$ cat src/rtl/hazard_scoreboard.sv
// hazard_scoreboard: decode-stage hazard unit tracking in-flight destinations in a shift-register scoreboard,
// with load-use/any-match stalling, forwarding selects, flush handling and a saturating stall counter.
module hazard_scoreboard #(
  parameter int DEPTH = 3,
  parameter bit FORWARD_EN = 1'b1,
  parameter int CNT_W = 16
) (
  input  logic             clk,
  input  logic             rst_n,
  input  logic [31:0]      instr_id,
  input  logic             flush,
  output logic             pc_en,
  output logic             ifid_en,
  output logic             idex_nop,
  output logic [2:0]       fwd_a,
  output logic [2:0]       fwd_b,
  output logic [CNT_W-1:0] stall_cnt
);
  logic [5:0] op;
  logic [4:0] rs, rt, dst;
  logic i_op, br_op, rs_v, rt_v, dst_v, ld, hazard;
  logic [2:0] fa, fb;
  logic sb_v [DEPTH];
  logic [4:0] sb_d [DEPTH];
  logic sb_l [DEPTH];
  logic unused_bits;
  assign unused_bits = ^instr_id[10:0];
  assign op = instr_id[31:26];
  assign rs = instr_id[25:21];
  assign rt = instr_id[20:16];
  assign i_op = op == 6'h08 || op == 6'h0C || op == 6'h0D || op == 6'h0A || op == 6'h23;
  assign br_op = op == 6'h00 || op == 6'h2B || op == 6'h04 || op == 6'h05;
  assign ld = op == 6'h23;
  assign dst = op == 6'h00 ? instr_id[15:11] : rt;
  assign dst_v = (op == 6'h00 || i_op) && dst != 5'd0;
  assign rs_v = (br_op || i_op) && rs != 5'd0;
  assign rt_v = br_op && rt != 5'd0;
  // Scan oldest to youngest so the youngest matching producer wins.
  always_comb begin
    fa = '0;
    fb = '0;
    for (int k = DEPTH - 1; k >= 0; k--) begin
      if (rs_v && sb_v[k] && sb_d[k] == rs) fa = 3'(k + 1);
      if (rt_v && sb_v[k] && sb_d[k] == rt) fb = 3'(k + 1);
    end
    hazard = FORWARD_EN ? sb_l[0] && (fa == 3'd1 || fb == 3'd1) : fa != 3'd0 || fb != 3'd0;
  end
  assign pc_en = flush || !hazard;
  assign ifid_en = pc_en;
  assign idex_nop = flush || hazard;
  assign fwd_a = FORWARD_EN && !idex_nop ? fa : 3'd0;
  assign fwd_b = FORWARD_EN && !idex_nop ? fb : 3'd0;
  always_ff @(posedge clk or negedge rst_n) begin
    if (!rst_n) begin
      for (int k = 0; k < DEPTH; k++) begin
        sb_v[k] <= 1'b0;
        sb_d[k] <= '0;
        sb_l[k] <= 1'b0;
      end
      stall_cnt <= '0;
    end else begin
      for (int k = DEPTH - 1; k > 0; k--) begin
        sb_v[k] <= sb_v[k-1];
        sb_d[k] <= sb_d[k-1];
        sb_l[k] <= sb_l[k-1];
      end
      sb_v[0] <= !idex_nop && dst_v;
      sb_d[0] <= idex_nop ? 5'd0 : dst;
      sb_l[0] <= !idex_nop && ld;
      if (hazard && !flush && stall_cnt != {CNT_W{1'b1}}) stall_cnt <= stall_cnt + 1'b1;
    end
  end
endmodule

$ cat config.mk
export PLATFORM = sky130hd
export DESIGN_NAME = hazard_scoreboard
export DESIGN_NICKNAME = d
export VERILOG_FILES = /design/src/rtl/hazard_scoreboard.sv
export SDC_FILE = /design/constraint.sdc
export NUM_CORES = 1
export LEC_CHECK = 0
export ABC_AREA = 1
export CORE_ASPECT_RATIO = 0.6
export CORE_MARGIN = 3
export CORE_UTILIZATION = 35
export CTS_CLUSTER_DIAMETER = 150
export DETAILED_ROUTE_END_ITERATION = 10
export PLACE_DENSITY_LB_ADDON = 0.3
export REMOVE_ABC_BUFFERS = 1
export SETUP_SLACK_MARGIN = 0.02
export SYNTH_ARGS = -nofsm -noshare
export SYNTH_HDL_FRONTEND = slang
export SYNTH_SLANG_ARGS = --single-unit
$ cat constraint.sdc
create_clock -name clk -period 3.1 [get_ports clk]
set_input_delay 0.465 -clock clk [delete_from_list [all_inputs] [get_ports clk]]
set_output_delay 0.465 -clock clk [all_outputs]
set_load 0.02 [all_outputs]
# Yosys cells after proc, flatten, opt, wreduce, memory -nomap -nowiden
# Cells that the tools add are included.
# word_totals
elab_cells	75
input_bits	35
ff_bits	35
out_inout_bits	25
# op_classes
eq_ne	17
n_mux	10
reduce_logical	39
addsub	1
# op_table
operator	n
5-bit == test	6
6-bit by 4-bit == test with 1-bit output, second input constant	4
1-bit logical AND	20
16-bit by 1-bit adder with 16-bit output, second input constant	1
16-bit != test, second input constant	1
5-bit nonzero test	3
6-bit by 3-bit == test with 1-bit output, second input constant	2
6-bit == test, second input constant	2
1-bit logical OR	12
2-bit two-way mux	5
5-bit two-way mux	2
3-bit two-way mux	3
3-bit by 1-bit == test with 1-bit output, second input constant	2
6-bit logical NOT	1
1-bit logical NOT	3

# Logic depth before layout (Yosys ltp)
# Gate-level depths: netlist (run 1).
# depth
ltp_word	18
mapped_depth	13
ltp_nobuf	12

# Worst setup path before layout (run 1)
# OpenSTA, ideal clock, no wires.
# synth_timing
path_type	input to output
start	in instr_id[28]
end	out pc_en
n_path_buf	2
required_ns	2.635
slack_ns	0.912
stages	10
arrival_ns	1.723
cell_sequence	nor2_1 -> nand3_1 -> nand2_1 -> nor2_1 -> nand2_1 -> nand3_4 -> a21oi_4 -> buf_6 -> nand2_1 -> buf_4
# synth_via
elab_chain_cells	17
word_cells_on_any_way	43
cone_classes	eq/ne: 10; mux: 6; reduce/logical: 27
# synth_rtl
element	line_no	rtl
from (decl)	10	input logic [31:0] instr_id,
6-bit by 4-bit == test with 1-bit output	31	assign i_op = op == 6'h08 || op == 6'h0C || op == 6'h0D || op == 6'h0A || op == 6'h23;
1-bit logical OR (4 in a row)	31	
1-bit logical OR	36	assign rs_v = (br_op || i_op) && rs != 5'd0;
1-bit logical AND	36	
1-bit logical AND (2 in a row)	43	if (rs_v && sb_v[k] && sb_d[k] == rs) fa = 3'(k + 1);
2-bit two-way mux (3 in a row)	43	
3-bit by 1-bit == test with 1-bit output	46	hazard = FORWARD_EN ? sb_l[0] && (fa == 3'd1 || fb == 3'd1) : fa != 3'd0 || fb != 3'd0;
1-bit logical OR *	46	
1-bit logical AND *	46	
1-bit logical NOT *	48	assign pc_en = flush || !hazard;
1-bit logical OR *	48	
to (decl)	12	output logic pc_en,
# Mark *: on every way between the ends. The rest lies on a longest branch, timed or not.

# Final worst setup path (run 1)
# layout_timing
start	in instr_id[23]
end	out ifid_en
# layout_via
elab_chain_cells	12
word_cells_on_any_way	19
cone_classes	eq/ne: 4; mux: 3; reduce/logical: 12
# layout_rtl
element	line_no	rtl
5-bit nonzero test	36	
1-bit logical AND	36	
1-bit logical AND (2 in a row)	43	
2-bit two-way mux (2 in a row)	43	
2-bit two-way mux *	43	
3-bit by 1-bit == test with 1-bit output *	46	
1-bit logical OR *	46	
1-bit logical AND *	46	
1-bit logical NOT *	48	
1-bit logical OR *	48	
to (decl)	13	output logic ifid_en,
# Marks and branches as above.

==> results.sh, run 1 <==
export IMPL_status="complete, no violations"
export IMPL_vdd_ir_drop_max_uv=229
export IMPL_fin_util=0.490
export IMPL_crit_slowest_cell="clkdlybuf4s50_1"
export IMPL_ys_seq_elements=35
export IMPL_cp_max_fo=4
export IMPL_htree_levels=2
export IMPL_routed_wirelength_um=6520
export IMPL_synth_warning_count=0
export IMPL_instances_no_fill=479
export IMPL_fin_area_um2=3090
export IMPL_final_min_clock_period_ns=2.91
export IMPL_switchingPower_w=0.000256
export IMPL_final_layout_size_suffix_gt1_frac=0.109
export IMPL_clock_power_share=0.372
export IMPL_grt_overflow=0
export IMPL_die_h_um=69.6
export IMPL_grt_pass1_vias=2079
export IMPL_die_area_um2=7790
export IMPL_ys_flop_type="dfrtp_1"
export IMPL_arrival_ns=2.44
export IMPL_topRoutingLayerUsed="met4"
export IMPL_gp_congestion=0.922
export IMPL_switching_share=0.259
export IMPL_holdWs_ns=0.403
export IMPL_wl_met3_um=533
export IMPL_first_pass_iters=5
export IMPL_initial_core_util=0.374
export IMPL_drt_initial_drc_count=211
export IMPL_cts_hold_repair_buffers=0
export IMPL_place_area_um2=2990
export IMPL_wire_per_inst_um=13.6
export IMPL_fin_crit_sh=0.938
export IMPL_worstPathRequired_ns=2.63
export IMPL_cpPeakStageDelay_ns=0.57
export IMPL_final_common_cell="nand2_1"
export IMPL_clockBufferDepth=2
export IMPL_rsz0062_at_grt="no"
export IMPL_die_x_um=112
export IMPL_synth_edf_count=0
export IMPL_finalHoldViolCount=0
export IMPL_max_cap_viol_count=0
export IMPL_cts_buffers=5
export IMPL_seqPwrFrac=0.487
export IMPL_cp_common_cell="nand2_1"
export IMPL_num_antenna_cells=0
export IMPL_worstSetupPathType="in -> out"
export IMPL_drtAntennaViolNets=0
export IMPL_power_total_w=0.000989
export IMPL_core_area_um2=6300
export IMPL_powerDensity_nw_per_um2=320
export IMPL_dp_hpwl_um=5200
export IMPL_synthCells=331
export IMPL_synth_avg_cell_area_um2=7.12
export IMPL_area_growth_pct=31.1
export IMPL_min_path_type="reg -> reg"
export IMPL_layout_nets=430
export IMPL_clk_latency_ns=0.29
export IMPL_cts_root_buf="clkbuf_8"
export IMPL_synth_cell_types=31
export IMPL_synth_seq_area_share=0.372
export IMPL_clk_pin_slew_ns=0.07
export IMPL_fin_worst_skew_ns=0.0128
export IMPL_cp_end_kind="primary output"
export IMPL_synth_async_reset_ratio=1.00
export IMPL_core_rowCount=22
export IMPL_post_drt_via_cell_ratio=4.94
export IMPL_worst_path_buf_inv=4
export IMPL_syn_cell_area_um2=2360
export IMPL_finalSetupViolCount=0
export IMPL_num_vias=2365
export IMPL_boundaryPins=60
export IMPL_grt_max_degree=36
export IMPL_wl_met2_um=2460
export IMPL_grt_pass1_wl_um=10600
export IMPL_tritoncts="yes"
export IMPL_cp_cell_sequence="clkdlybuf4s50_1, inv_1, nand2_1, nand2_1, nor2_1, nand2_1, nor2_2, nand3_4, buf_4, a21oi_4, nand2_1, dlygate4sd2_1"
export IMPL_antenna_found_initial=0
export IMPL_internal_power_w=0.000733
export IMPL_critical_path_top_delay_family="buffers and inverters"
export IMPL_final_max_slew_viol_count=0
export IMPL_clkSinkCount=35
export IMPL_worstSetupStartpointType="input pin"
export IMPL_layout_common_cells="92 x nand2_1, 43 x inv_1, 40 x nor2_1"
export IMPL_power_leakage_nw=1.48
export IMPL_drc_errors=0
export IMPL_max_freq_mhz=344
export IMPL_share_comb_of_total_power=0.141
export IMPL_placed_cells=471
export IMPL_wl_met1_um=3490
export IMPL_grt_use_total=0.169
export IMPL_io_buffers=46
[power by group through the flow]
stage	Combinational [W]	Clock (W)	Sequential, W
2_1_floorplan	0.0000617	0	0.000485
3_3_place_gp	0.000138	0	0.000491
3_5_place_dp	0.000139	0	0.000490
4_1_cts	0.000139	0.000375	0.000482
5_1_grt	0.000154	0.000393	0.000483
6_report	0.000139	0.000367	0.000482
[sequential cells by signal (all words and copies together) (netlist names)]
register and cells:
stall_cnt 16, sb_d 15, sb_v 3, sb_l 1
[metal layers]
layer,track usage,vias up
met5,0,-
met3,0.0349,2
met4,0.0280,0
li1,-,1193
met2,0.221,78
met1,0.279,1092
[worst paths after layout]
kind / to / slack [ns] / start / cells after the start
max: ifid_en / 0.19 / instr_id[23] / 12
min: sb_d[8]$_DFF_PN0_ / 0.40 / sb_d[13]$_DFF_PN0_ / 0
max reg2reg: stall_cnt[0]$_DFFE_PN0P_ / 1.11 / stall_cnt[0]$_DFFE_PN0P_ / 9
min reg2reg: sb_d[8]$_DFF_PN0_ / 0.40 / sb_d[13]$_DFF_PN0_ / 0
max in group asynchronous: sb_d[13]$_DFF_PN0_ / 2.18 / rst_n / 2
min in group asynchronous: stall_cnt[15]$_DFFE_PN0P_ / 0.58 / rst_n / 2
[cell families after synthesis]
logic type | share of synthesized area
other | 0.00159
adder cells (fa/ha/maj) | 0.00531
XOR/XNOR | 0.0632
buffers and inverters | 0.105
AND/OR/NAND/NOR | 0.368
AO/OA/AOI/OAI | 0.0849
flip-flops | 0.372
[stage by stage]
stage | TNS [ns] | worst slack [ns]
6_report | 0 | 0.191
5_1_grt | 0 | 0.0692
4_1_cts | 0 | 0.0316
3_5_place_dp | -0.119 | -0.0452
3_3_place_gp | -0.123 | -0.0420
2_1_floorplan | 0 | 0.732
[cell usage after synthesis (2+ instances only)]
cell,instances,area [um2]
nor2_2,4,25.0
o211ai_1,3,22.5
xor2_1,12,105
inv_1,43,161
o21ai_0,12,60.1
o22ai_1,8,50.1
buf_6,3,33.8
nor2_1,40,150
o21ai_1,2,10.0
nand3_1,11,55.1
nand2_1,92,345
xnor2_1,5,43.8
nand3_4,2,35.0
nand4_1,21,131
dfrtp_1,35,876
nor3_1,11,55.1
nand2_2,3,18.8
inv_2,4,15.0
buf_4,4,30.0
a21oi_1,5,25.0
[cell type report]
class / count / area, um2
Multi-Input combinational cell: 241 / 1240
Tap cell: 84 / 105
Clock buffer: 8 / 100
Sequential cell: 35 / 876
Timing Repair Buffer: 64 / 594
Fill cell: 631 / 3210
Inverter: 47 / 176
[repair_timing]
item | in CTS | in global routing
setup endpoints to repair | 5 | 2
buffers inserted | 0 | 0
cloned | 0 | 0
endpoints found under the hold margin | 0 | 0
resized for setup | 5 | 2
(Power assumes the default switching activity.)
==> inputs of run 2 (changes only) <==
- SLEW_MARGIN: unset -> 15
==> results of run 2 <==
Same layout as run 1: the final DEF is identical, and so are final timing and power.
==> inputs of run 3 (changes only) <==
- HOLD_SLACK_MARGIN: unset -> 0.12
==> results of run 3 <==
Same layout as run 1: the final DEF is identical, and so are final timing and power.
